$ cat config.mk
export PLATFORM = sky130hd
export DESIGN_NAME = shift_unit_seq
export DESIGN_NICKNAME = d
export VERILOG_FILES = /design/src/rtl/shift_unit_seq.sv
export SDC_FILE = /design/constraint.sdc
export NUM_CORES = 1
export LEC_CHECK = 0
export CORE_AREA = 2 2 56 58
export CTS_CLUSTER_DIAMETER = 50
export DETAILED_ROUTE_END_ITERATION = 10
export DIE_AREA = 0 0 58 60
export GPL_ROUTABILITY_DRIVEN = 0
export PLACE_DENSITY = 0.86
export SETUP_SLACK_MARGIN = 0.5
export SLEW_MARGIN = 30
export SYNTH_ARGS = -nofsm -noshare
export SYNTH_HDL_FRONTEND = slang
export SYNTH_SLANG_ARGS = --single-unit
export TNS_END_PERCENT = 100
$ cat constraint.sdc
create_clock -name clk -period 4.94 [get_ports clk]
set_input_delay 0.741 -clock clk [delete_from_list [all_inputs] [get_ports clk]]
set_output_delay 0.741 -clock clk [all_outputs]
set_load 0.01 [all_outputs]
$ cat src/rtl/shift_unit_seq.sv
// Multi-cycle shift/rotate unit (SLL, SRL, SRA, ROL, ROR) with carry, zero and start/busy/done handshake.
// Optional macro SHIFT_MULTIBIT_EN: up to four bit positions per SHIFT cycle instead of one.
module shift_unit_seq #(
    parameter int WIDTH   = 8,
    parameter int SHAMT_W = 8
) (
    input  logic               clk,
    input  logic               rst_n,
    input  logic               start,
    input  logic [WIDTH-1:0]   a,
    input  logic [SHAMT_W-1:0] b,
    input  logic [2:0]         op,
    output logic [WIDTH-1:0]   out,
    output logic               busy,
    output logic               done,
    output logic               carry,
    output logic               zero,
    output logic               err
);

    localparam int LOG_W = $clog2(WIDTH);
    localparam int CNT_W = LOG_W + 1;
    localparam int CMP_W = (SHAMT_W > CNT_W) ? SHAMT_W : CNT_W;

    localparam logic [2:0] OP_SLL = 3'd0;
    localparam logic [2:0] OP_SRL = 3'd1;
    localparam logic [2:0] OP_SRA = 3'd2;
    localparam logic [2:0] OP_ROL = 3'd3;
    localparam logic [2:0] OP_ROR = 3'd4;

    typedef enum logic [1:0] {IDLE = 2'd0, SHIFT = 2'd1, DONE = 2'd2} state_t;

    state_t             state_r;
    logic [WIDTH-1:0]   out_r;
    logic               carry_r, zero_r, err_r, busy_r, done_r;
    logic [2:0]         op_r;
    logic [CNT_W-1:0]   cnt_r;

    logic [CMP_W-1:0]   b_ext_s;
    logic               op_legal_s;
    logic [CNT_W-1:0]   n_s;
    logic [CNT_W-1:0]   k_s;
    logic [CNT_W-1:0]   cnt_nxt_s;
    logic [WIDTH-1:0]   sh_val_s;
    logic               sh_carry_s;

    // One single-bit step; result is {bit leaving the word, new value}.
    function automatic logic [WIDTH:0] step1(input logic [WIDTH-1:0] v, input logic [2:0] o);
        logic [WIDTH:0] r;
        case (o)
            OP_SLL:  r = {v[WIDTH-1], v[WIDTH-2:0], 1'b0};
            OP_SRL:  r = {v[0], 1'b0, v[WIDTH-1:1]};
            OP_SRA:  r = {v[0], v[WIDTH-1], v[WIDTH-1:1]};
            OP_ROL:  r = {v[WIDTH-1], v[WIDTH-2:0], v[WIDTH-1]};
            OP_ROR:  r = {v[0], v[0], v[WIDTH-1:1]};
            default: r = {1'b0, v};
        endcase
        return r;
    endfunction

    assign b_ext_s    = CMP_W'(b);
    assign op_legal_s = (op <= OP_ROR);

    // Effective count: shifts clamp at WIDTH, rotates wrap modulo WIDTH (a power of two).
    always_comb begin
        n_s = {CNT_W{1'b0}};
        if ((op == OP_ROL) || (op == OP_ROR)) begin
            n_s = CNT_W'(b_ext_s[LOG_W-1:0]);
        end else if (b_ext_s >= CMP_W'(WIDTH)) begin
            n_s = CNT_W'(WIDTH);
        end else begin
            n_s = b_ext_s[CNT_W-1:0];
        end
    end

`ifdef SHIFT_MULTIBIT_EN
    // Up to four chained single-bit steps; carry ends as the last bit that left the word.
    always_comb begin
        logic [WIDTH:0] t;
        k_s        = (cnt_r > CNT_W'(4)) ? CNT_W'(4) : cnt_r;
        sh_val_s   = out_r;
        sh_carry_s = carry_r;
        for (int i = 0; i < 4; i++) begin
            if (CNT_W'(i) < k_s) begin
                t          = step1(sh_val_s, op_r);
                sh_carry_s = t[WIDTH];
                sh_val_s   = t[WIDTH-1:0];
            end else begin
                sh_val_s   = sh_val_s;
            end
        end
    end
`else
    // Single-bit step per SHIFT cycle.
    always_comb begin
        logic [WIDTH:0] t;
        k_s        = CNT_W'(1);
        t          = step1(out_r, op_r);
        sh_carry_s = t[WIDTH];
        sh_val_s   = t[WIDTH-1:0];
    end
`endif

    assign cnt_nxt_s = cnt_r - k_s;

    // Control FSM with all outputs registered.
    always_ff @(posedge clk or negedge rst_n) begin
        if (!rst_n) begin
            state_r <= IDLE;
            out_r   <= {WIDTH{1'b0}};
            carry_r <= 1'b0;
            zero_r  <= 1'b0;
            err_r   <= 1'b0;
            busy_r  <= 1'b0;
            done_r  <= 1'b0;
            op_r    <= OP_SLL;
            cnt_r   <= {CNT_W{1'b0}};
        end else begin
            case (state_r)
                IDLE: begin
                    done_r <= 1'b0;
                    if (start) begin
                        out_r   <= a;
                        op_r    <= op;
                        cnt_r   <= n_s;
                        carry_r <= 1'b0;
                        err_r   <= ~op_legal_s;
                        zero_r  <= (a == {WIDTH{1'b0}});
                        busy_r  <= 1'b1;
                        if (!op_legal_s || (n_s == {CNT_W{1'b0}})) begin
                            state_r <= DONE;
                            done_r  <= 1'b1;
                        end else begin
                            state_r <= SHIFT;
                        end
                    end else begin
                        busy_r <= 1'b0;
                    end
                end
                SHIFT: begin
                    out_r   <= sh_val_s;
                    carry_r <= sh_carry_s;
                    zero_r  <= (sh_val_s == {WIDTH{1'b0}});
                    cnt_r   <= cnt_nxt_s;
                    if (cnt_nxt_s == {CNT_W{1'b0}}) begin
                        state_r <= DONE;
                        done_r  <= 1'b1;
                    end else begin
                        state_r <= SHIFT;
                    end
                end
                DONE: begin
                    state_r <= IDLE;
                    done_r  <= 1'b0;
                    busy_r  <= 1'b0;
                end
                default: begin
                    state_r <= IDLE;
                    done_r  <= 1'b0;
                    busy_r  <= 1'b0;
                end
            endcase
        end
    end

    assign out   = out_r;
    assign busy  = busy_r;
    assign done  = done_r;
    assign carry = carry_r;
    assign zero  = zero_r;
    assign err   = err_r;

endmodule

==> results of run 1 <==
-- area by class of cell --
type	count	area share [%]
multi-input combinational	134	46.6
timing repair buffer	34	18.3
tap	33	2.25
clock buffer	4	1.98
inverter	4	0.819
sequential	22	30.0
-- cells in the final DEF (no fill, tap or decap), types with 3 or more instances in the layout --
master,Yosys,layout
a21oi_1,11,11
clkbuf_4,0,3
clkdlybuf4s50_1,0,33
dfrtp_1,22,22
inv_1,3,3
mux2_2,5,5
mux2i_1,9,9
nand2_1,12,12
nand3_1,5,5
nor2_1,26,26
o211ai_1,5,5
o21ai_0,8,8
o21ai_1,4,4
o22a_1,6,6
o22ai_1,6,6
or3_1,4,4
-- cell families after synthesis --
logic type,count (synthesis)
mux,14
xor+xnor,4
compound gates,52
buf+inv,13
fa+ha+maj,2
flops,22
simple gates,62
-- flip-flops by register name, indices dropped and copies added, names as in the netlist --
name     count
state_r      2
err          1
out          8
cnt_r        4
op_r         3
done         1
carry        1
busy         1
zero         1
-- Yosys cell counts (all sizes together) (2+ instances only) --
library cell  instances
nand2                12
a31oi                 2
ha                    2
buf                   4
or3                   4
clkbuf                5
dfrtp                22
o22ai                 6
nor4                  3
inv                   3
o22a                  6
nor2                 26
nand3                 5
o21ai                12
o211ai                6
xnor2                 3
nor2b                 2
nor3                  2
mux2i                 9
mux2                  5
a21oi                11
-- routing by layer --
metal	part of all wire [%]	vias to the layer above	wire, microns	GRT usage [%]
li1	-	681	-	-
met3	5.1	6	194	2.16
met4	1.2	0	44	9.97
met2	50	64	1920	41.4
met5	0	-	0	0
met1	43	682	1650	29.3
-- critical path, stage by stage --
cell             delay [ns]
clkdlybuf4s50_1        0.68
nand2_1                0.25
nor2_1                 0.49
mux2_2                 0.40
-- power groups by stage --
| stage | clock [mW] | sequential (mW) | combinational, mW |
|---|---|---|---|
| 6_report | 0.0979 | 0.439 | 0.736 |
| 5_1_grt | 0.107 | 0.462 | 0.808 |
| 4_1_cts | 0.0995 | 0.434 | 0.731 |
| 3_5_place_dp | 0 | 0.439 | 0.727 |
| 3_3_place_gp | 0 | 0.429 | 0.699 |
| 2_1_floorplan | 0 | 0.380 | 0.559 |
-- worst max path at each step --
stage | slack, ns | from | to
final | 2.57 | start | op_r[2]
after global routing | 2.46 | start | op_r[2]
after CTS | 2.58 | start | op_r[2]
after detailed placement | 2.29 | start | op_r[2]
after global placement | 2.37 | start | op_r[0]
after floorplan | 3.03 | b[7] | cnt_r[0]
==> impl_results.md, run 1 <==
* Utilization after layout at 63.1%
* Synth Warn # at 0
* Switching Share at 46.6%
* Initial Util at 50.6%
* MaxCap Viol Count at 0
* Max VDD drop at 0.437 mV
* Synth Register Bits at 22
* Critical R2R Launch: state_r[0]
* Net Switching at 593 uW
* Seq/Total Area, Yosys at 37.5%
* Post-route ant nets at 0
* Hold Violations, Final at 0
* Largest net degree at the start of global routing at 23
* Pwr Total at 1.27 mW
* Critical setup path kind: in -> reg
* Simple-Gate Fraction of Synth Area at 20.3%
* PnR worst setup slack at 2.57 ns
* Post-synthesis compound-gate area fraction at 23.3%
* Mapped cell area at 0.00147 sq mm
* Fillcell total at 245
* Post-synth EDFFs at 0
* Num CTS Buffers at 3
* Post-CTS Repair Setup Buffers at 0
* Adder-Cell Fraction of Synth Area at 1.70%
* CTS HTree Levels at 1
* Die height at 60 microns
* Area grow syn2layout at 24.8%
* Die area at 0.00348 sq mm
* Slew margin rel. at 45.3%
* Share of Yosys cell area claimed by the top area cell type at 37.5%
* Hold_buf cts at 0
* Crit path DAT at 2.57 ns
* Worst-path maximum fanout at 11
* Drt pass-1 iters at 4
* Final instance area at 0.00183 sq mm
* Clock Tree Root: clkbuf_4
* Register area at 551 sq um
* Vias in the first global route at 1,363
* Leading area contributor after synthesis: dfrtp_1
* ANT cells at 0
* Tcrit/Tclk final at 48.0%
* Hold slack at 0.384 ns
* Ys async rst share at 100%
* R2R depth at 5
* Reg power frac at 34.5%
* Setup violators final at 0
* Clock latency on the worst-skew pair at 0.30 ns
* Dpl hpwl at 2840 microns
* Core ar. at 0.00290 sq mm
* Setup Slack @ Placement at 2.29 ns
* Reg clk slew, reported paths at 0.12 ns
* R2R setup slack at 2.79 ns
* Outcome: completed
* IO buf count at 34
* Clock power frac at 7.7%
* Yosys cell types at 45
* CTS Buffer Depth at 2
* Worst setup SP type: primary input
* Combinational share of power at 57.8%
* GRT overflow at 0
* Via count at 1,433
* Power Dens Cells at 694 mW/mm^2
* Clk_skew at 0.00830 ns
* GR Util All Layers at 23.4%
* Post-DP Area at 0.00180 sq mm
* Placed cell count at 227
* Worst-Margin Slew at 0.813 ns
* Fmax at 422 MHz
* RSZ-0062 raised after global routing: false
* WL/cell at 16.5 microns
* IO Pins at 35
* Post_cts resized at 0
* Vias per cell at 6.20
* Mux contribution to synthesized area at 9.97%
* Worst hold path type: in -> async
* Number of DRC markers in iteration 0 at 121
* Fin. max-slew vios at 0
* Total wire length at 3810 microns
* Die width at 58 microns
* Main combinational cell family by area after synthesis: compound AO/OA/AOI/OAI gates
* Nets@finish at 223
* Synth Area in XOR/XNOR at 2.90%
* Final min period at 2.37 ns
* Setup TNS at 0 ns
* DRC viols at 0
* Post-Syn Nets at 193
* Antenna violations before repair at 0
* Top cells by area, synth: dfrtp_1 37%, nor2_1 6.6%, mux2i_1 6.1%
* Reg-to-reg endpoint: zero
* Area occupied by multi-input gates at 855 sq um
* Post-synthesis cell count at 169
* Synth Flop Type: dfrtp_1
* Share of cells above drive strength 1 at 7.58%
* Crit end category: register
* CTS tree: built
* Mean post-synth cell area at 8.69 sq um
* Critical Path RT at 5.14 ns
* Int Pwr at 680 uW
* # rows at 20
* Leakage at 0.747 nW
* Post-Layout Cell Count at 231
* First-pass GRT wire length at 6240 microns
* Clk sink count at 22
Note: power is estimated with default switching activity, not from simulation.
==> run 2, diff against run 1 <==
--- a/config.mk
+++ b/config.mk
@@ -5,12 +5,12 @@
 export SDC_FILE = /design/constraint.sdc
 export NUM_CORES = 1
 export LEC_CHECK = 0
-export CORE_AREA = 2 2 56 58
+export CORE_AREA = 2 2 61 63
 export CTS_CLUSTER_DIAMETER = 50
 export DETAILED_ROUTE_END_ITERATION = 10
-export DIE_AREA = 0 0 58 60
+export DIE_AREA = 0 0 63 65
 export GPL_ROUTABILITY_DRIVEN = 0
-export PLACE_DENSITY = 0.86
+export PLACE_DENSITY = 0.77
 export SETUP_SLACK_MARGIN = 0.5
 export SLEW_MARGIN = 30
 export SYNTH_ARGS = -nofsm -noshare
==> constraint.sdc (replaced) <==
create_clock -name clk -period 1.95 [get_ports clk]
set_input_delay 0.2925 -clock clk [delete_from_list [all_inputs] [get_ports clk]]
set_output_delay 0.2925 -clock clk [all_outputs]
set_load 0.01 [all_outputs]
==> run 2 against run 1 <==
Core utilization rose by 2.0 points. Via count rose by 11%. Wire length rose by 16%. Combinational power rose to 4.0 times the previous value. Sequential power rose by 130%. Clock power rose to 2.6 times the previous value. Design area rose by 24%. Hold slack got worse by 0.060 ns. Clock skew fell by 0.0069 ns. Largest cell class unchanged. Highest routed layer unchanged.
==> impl_results.md, run 2 (synthesis results as in run 1) <==
* CTS tree: built
* Switching Share at 44.0% (-2.6 points)
* Vias in the first global route at 1,467 (+7.6%)
* Fmax at 532 MHz
* Int Pwr at 2.37 mW (+250%)
* Worst-path maximum fanout at 7 (-4)
* Clk sink count at 22 (unchanged)
* Reg clk slew, reported paths at 0.12 ns (about the same)
* Die width at 63 microns (+8.6%)
* DRC viols at 0 (unchanged)
* Share of cells above drive strength 1 at 34.5% (+27 points)
* # rows at 22 (+10%)
* Outcome: completed
* Area grow syn2layout at 55.0%
* Final min period at 1.88 ns
* Drt pass-1 iters at 4 (unchanged)
* Nets@finish at 260 (+17%)
* Tcrit/Tclk final at 96.4%
* Die height at 65 microns (+8.3%)
* Register area at 559 sq um (+1.6%)
* Worst setup SP type: register
* Critical R2R Launch: op_r[0]
* IO buf count at 34 (unchanged)
* R2R depth at 7 (+2)
* Total wire length at 4400 microns (+16%)
* Clock Tree Root: clkbuf_4
* Post-Layout Cell Count at 283 (+23%)
* Clk_skew at 0.00143 ns (-0.00687 ns)
* Post-route ant nets at 0 (unchanged)
* Antenna violations before repair at 0 (unchanged)
* Hold Violations, Final at 0 (unchanged)
* Critical Path RT at 2.19 ns (-2.95 ns)
* ANT cells at 0 (unchanged)
* Area occupied by multi-input gates at 977 sq um (+14%)
* CTS HTree Levels at 1 (unchanged)
* Core ar. at 0.00350 sq mm (+20%)
* Max VDD drop at 0.864 mV (+98%)
* Leakage at 0.969 nW (+30%)
* Slew margin rel. at 76.2% (+31 points)
* Via count at 1,587 (+11%)
* Initial Util at 42.0% (-8.6 points)
* Fillcell total at 300 (+22%)
* GR Util All Layers at 21.7% (-1.7 points)
* First-pass GRT wire length at 7030 microns (+13%)
* Crit end category: register
* Commonest non-fill, non-tap cell in the layout: buf_4
* Dpl hpwl at 2860 microns (+0.68%)
* Worst hold path type: in -> async
* RSZ-0062 raised after global routing: true
* Largest net degree at the start of global routing at 23 (unchanged)
* Fin. max-slew vios at 0 (unchanged)
* GRT overflow at 0 (unchanged)
* Critical setup path kind: reg -> reg
* IO Pins at 35 (unchanged)
* Most frequent cells in the layout: 31 x buf_4, 21 x nor2_1, 18 x clkdlybuf4s50_1
* Pwr Total at 4.23 mW (+230%)
* Vias per cell at 5.61 (-9.6%)
* MaxCap Viol Count at 0 (unchanged)
* Number of DRC markers in iteration 0 at 137 (+13%)
* Power Dens Cells at 1860 mW/mm^2 (+170%)
* Setup violators final at 0 (unchanged)
* Net Switching at 1.86 mW (+210%)
* Worst-Margin Slew at 0.356 ns (-0.457 ns)
* Clock power frac at 5.9% (-1.8 points)
* CTS Buffer Depth at 2 (unchanged)
* Num CTS Buffers at 3 (unchanged)
* Flip-flop count of the largest register after layout at 8 (unchanged)
* Die area at 0.00410 sq mm (+18%)
* Clock latency on the worst-skew pair at 0.30 ns (about the same)
* Placed cell count at 258 (+14%)
* Crit path DAT at 2.12 ns (-0.45 ns)
* R2R setup slack at 0.07 ns (-2.72 ns)
* Reg-to-reg endpoint: zero
* Reg power frac at 23.6% (-11 points)
* Combinational share of power at 70.5% (+13 points)
* WL/cell at 15.6 microns (-5.6%)
==> run 2: changes by cell type in the layout (fill, tap and decap cells not counted), moves of 7 or more <==
cell / delta
dfrtp_1: -7
buf_4: +31
dlygate4sd2_1: +11
dfrtp_2: +7
clkdlybuf4s50_1: -15
==> run 2: routing by layer <==
| layer | wire length, microns | GRT usage (%) | up-vias |
|---|---|---|---|
| met3 | 209 | 2.26 | 11 |
| met5 | 0 | 0 | - |
| met2 | 2220 | 37.6 | 47 |
| met1 | 1830 | 27.6 | 769 |
| li1 | - | - | 760 |
| met4 | 140 | 8.89 | 0 |
==> run 2: worst max-delay path by stage <==
stage | startpoint | end | slack, ns | depth (start not counted)
final | op_r[0] | zero | 0.07 | 7
after global routing | op_r[0] | zero | -0.004 | 7
after CTS | op_r[0] | zero | 0.19 | 8
after detailed placement | b[7] | cnt_r[0] | 0.03 | 6
after global placement | b[7] | cnt_r[0] | 0.04 | 6
after floorplan | op_r[1] | zero | 0.36 | 6
==> run 2: final cells by class <==
type | count | share of cell area (%)
multi-input cells | 134 | 42.9
inverters | 4 | 0.659
repair buffers | 71 | 27.6
clock buffers | 4 | 1.59
flip-flops and latches | 22 | 24.6
well taps | 48 | 2.64
==> run 2: through the flow <==
stage / instance area (sq um) / setup slack (ns) / TNS [ns] / utilization (%) / hold WS (ns)
2_1_floorplan: 1510 / 0.361 / 0 / - / -0.00309
3_3_place_gp: 1970 / 0.0428 / 0 / 56.5 / 0.470
3_5_place_dp: 1970 / 0.0275 / 0 / 56.5 / 0.469
4_1_cts: 2210 / 0.187 / 0 / 63.3 / 0.326
5_1_grt: 2280 / -0.00401 / -0.00401 / 65.1 / 0.352
6_report: 2280 / 0.0702 / 0 / 65.1 / 0.325
==> run 2: worst max-delay path, stage by stage (launching register included) <==
cell	delay (ns)
dfrtp_2	0.44
buf_12	0.14
xnor2_4	0.21
mux2i_1	0.36
o21ai_2	0.11
nor4_2	0.26
nand4_1	0.13
a21oi_1	0.16
==> run 2: timing repair <==
| item | 4_1_cts | 5_1_grt |
|---|---|---|
| setup endpoints to repair | 27 | 19 |
| buffers inserted | 18 | 3 |
| hold buffers | 0 | 0 |
| gates resized for setup | 42 | 15 |
| pin swaps | 20 | 14 |
==> run 2: power by group through the flow <==
stage | Sequential [mW] | Clock [mW] | Combinational, mW
floorplan | 0.989 | 0 | 1.49
global placement | 1.06 | 0 | 2.13
detailed placement | 1.07 | 0 | 2.16
CTS | 0.969 | 0.257 | 2.73
global route | 1.03 | 0.274 | 3.24
finish | 0.997 | 0.250 | 2.98
==> run 3, diff against run 2 <==
--- a/config.mk
+++ b/config.mk
@@ -10,6 +10,7 @@
 export DETAILED_ROUTE_END_ITERATION = 10
 export DIE_AREA = 0 0 63 65
 export GPL_ROUTABILITY_DRIVEN = 0
+export MAX_ROUTING_LAYER = met4
 export PLACE_DENSITY = 0.77
 export SETUP_SLACK_MARGIN = 0.5
 export SLEW_MARGIN = 30
==> run 3 against run 2 <==
Global-route usage rose by 0.56 points. Design area did not move. Maximum frequency barely moved. Count of clock-buffer cells in the layout did not move. Power fell by 0.12%. Core utilization did not move. Wire length fell by 0.36%. Cell count did not move. Critical path type unchanged. Critical endpoint unchanged. Largest cell class unchanged.
==> impl_results.md, run 3 (synthesis results as in run 1) <==
* Int Pwr at 2.37 mW (about the same)
* PnR worst setup slack at 0.0694 ns (-0.000803 ns)
* Switching Share at 43.9% (-0.070 points)
* RSZ-0062 raised after global routing: true
* Critical setup path kind: reg -> reg
* Tcrit/Tclk final at 96.4% (about the same)
* IO Pins at 35 (unchanged)
* Initial Util at 42.0% (unchanged)
* Clock Tree Root: clkbuf_4
* Net Switching at 1.86 mW (-0.28%)
* Reg-to-reg endpoint: zero
* Worst hold path type: in -> async
* Post-route ant nets at 0 (unchanged)
* Drt pass-1 iters at 4 (unchanged)
* Clock power frac at 5.9% (about the same)
* Worst-Margin Slew at 0.354 ns (-0.00218 ns)
* Nets@finish at 260 (unchanged)
* GRT overflow at 0 (unchanged)
* Final min period at 1.88 ns (+0.000803 ns)
* Area grow syn2layout at 55.0% (unchanged)
* Hold Violations, Final at 0 (unchanged)
* Vias in the first global route at 1,470 (+0.20%)
* Critical R2R Launch: op_r[0]
* IO buf count at 34 (unchanged)
* Via count at 1,598 (+0.69%)
* First-pass GRT wire length at 7040 microns (about the same)
* Antenna violations before repair at 0 (unchanged)
* Critical Path RT at 2.19 ns (about the same)
* R2R depth at 7 (unchanged)
* Max VDD drop at 0.862 mV (-0.31%)
* Reg clk slew, reported paths at 0.12 ns (about the same)
* MaxCap Viol Count at 0 (unchanged)
* Leakage at 0.969 nW (unchanged)
* Largest net degree at the start of global routing at 23 (unchanged)
* Number of DRC markers in iteration 0 at 143 (+4.4%)
* Most frequent cells in the layout: 31 x buf_4, 21 x nor2_1, 18 x clkdlybuf4s50_1
* Fin. max-slew vios at 0 (unchanged)
* Vias per cell at 5.65 (+0.69%)
* Share of cells above drive strength 1 at 34.5% (unchanged)
* Dpl hpwl at 2860 microns (unchanged)
* Commonest non-fill, non-tap cell in the layout: buf_4
* Worst setup SP type: register
* Clock latency on the worst-skew pair at 0.30 ns (about the same)
* Hold slack at 0.323 ns (-0.00188 ns)
* Flip-flop count of the largest register after layout at 8 (unchanged)
* Hold_buf cts at 0 (unchanged)
* Clk_skew at 0.00369 ns (+0.00226 ns)
* Die width at 63 microns (unchanged)
* CTS HTree Levels at 1 (unchanged)
* Worst-path maximum fanout at 7 (unchanged)
* # rows at 22 (unchanged)
* Die area at 0.00410 sq mm (unchanged)
* Power Dens Cells at 1860 mW/mm^2 (-0.12%)
* Setup violators final at 0 (unchanged)
* GR Util All Layers at 22.3% (+0.56 points)
* Slew margin rel. at 76.2% (about the same)
* Num CTS Buffers at 3 (unchanged)
* Reg power frac at 23.5% (about the same)
* CTS Buffer Depth at 2 (unchanged)
* WL/cell at 15.5 microns (-0.36%)
* Setup Slack @ Placement at 0.0275 ns (unchanged)
* R2R setup slack at 0.07 ns (about the same)
* Crit path DAT at 2.12 ns (about the same)
* Outcome: completed
* Core ar. at 0.00350 sq mm (unchanged)
* CTS tree: built
* Fmax at 532 MHz (about the same)
* Die height at 65 microns (unchanged)
* Crit end category: register
* Total wire length at 4390 microns (-0.36%)
* ANT cells at 0 (unchanged)
* DRC viols at 0 (unchanged)
* Clk sink count at 22 (unchanged)
* Combinational share of power at 70.5% (about the same)
run 3: cell counts in the layout (fill, tap and decap cells not counted):
Identical to the previous run, type by type.
run 3: repair_timing:
item / in CTS / in global routing
setup buffers: 18 / 3
pin swaps: 20 / 14
setup endpoints to repair: 27 / 19
resized for setup: 42 / 15
run 3: stage by stage:
stage | total power [mW] | util (%) | TNS [ns] | instances | cell area [sq um]
CTS | 3.95 | 63.3 | 0 | 280 | 2210
finish | 4.23 | 65.1 | 0 | 283 | 2280
detailed placement | 3.23 | 56.5 | 0 | 258 | 1970
floorplan | 2.48 | - | 0 | 169 | 1510
global placement | 3.19 | 56.5 | 0 | 258 | 1970
global route | 4.55 | 65.1 | -0.00419 | 283 | 2280
run 3: layout make-up:
cell class / instances / area, sq um
fillers: 300 / 1220
repair buffers: 71 / 629
multi-input cells: 134 / 977
well taps: 48 / 60.1
inverters: 4 / 15.0
flip-flops and latches: 22 / 559
clock buffers: 4 / 36.3
run 3: critical path: stages (launching register included):
cell and delay [ns]:
dfrtp_2 0.44, buf_12 0.14, xnor2_4 0.21, mux2i_1 0.36, o21ai_2 0.11, nor4_2 0.26
nand4_1 0.13, a21oi_1 0.16
run 3: layer usage:
layer / share of wire, % / track usage, % / vias up
met3: 3.9 / 2.08 / 11
li1: - / - / 761
met5: 0 / - / -
met2: 50 / 37.8 / 46
met4: 3.2 / 8.89 / 0
met1: 42 / 27.5 / 780
run 3: worst max path at each step:
stage	start	to	slack (ns)	cells after the start
after CTS	op_r[0]	zero	0.19	8
after global routing	op_r[0]	zero	-0.004	7
after global placement	b[7]	cnt_r[0]	0.04	6
after floorplan	op_r[1]	zero	0.36	6
final	op_r[0]	zero	0.07	7
after detailed placement	b[7]	cnt_r[0]	0.03	6
run 3: power by group through the flow:
stage	sequential [mW]	combinational, mW	clock, mW
5_1_grt	1.03	3.24	0.274
3_5_place_dp	1.07	2.16	0
4_1_cts	0.969	2.73	0.257
3_3_place_gp	1.06	2.13	0
2_1_floorplan	0.989	1.49	0
6_report	0.994	2.98	0.251
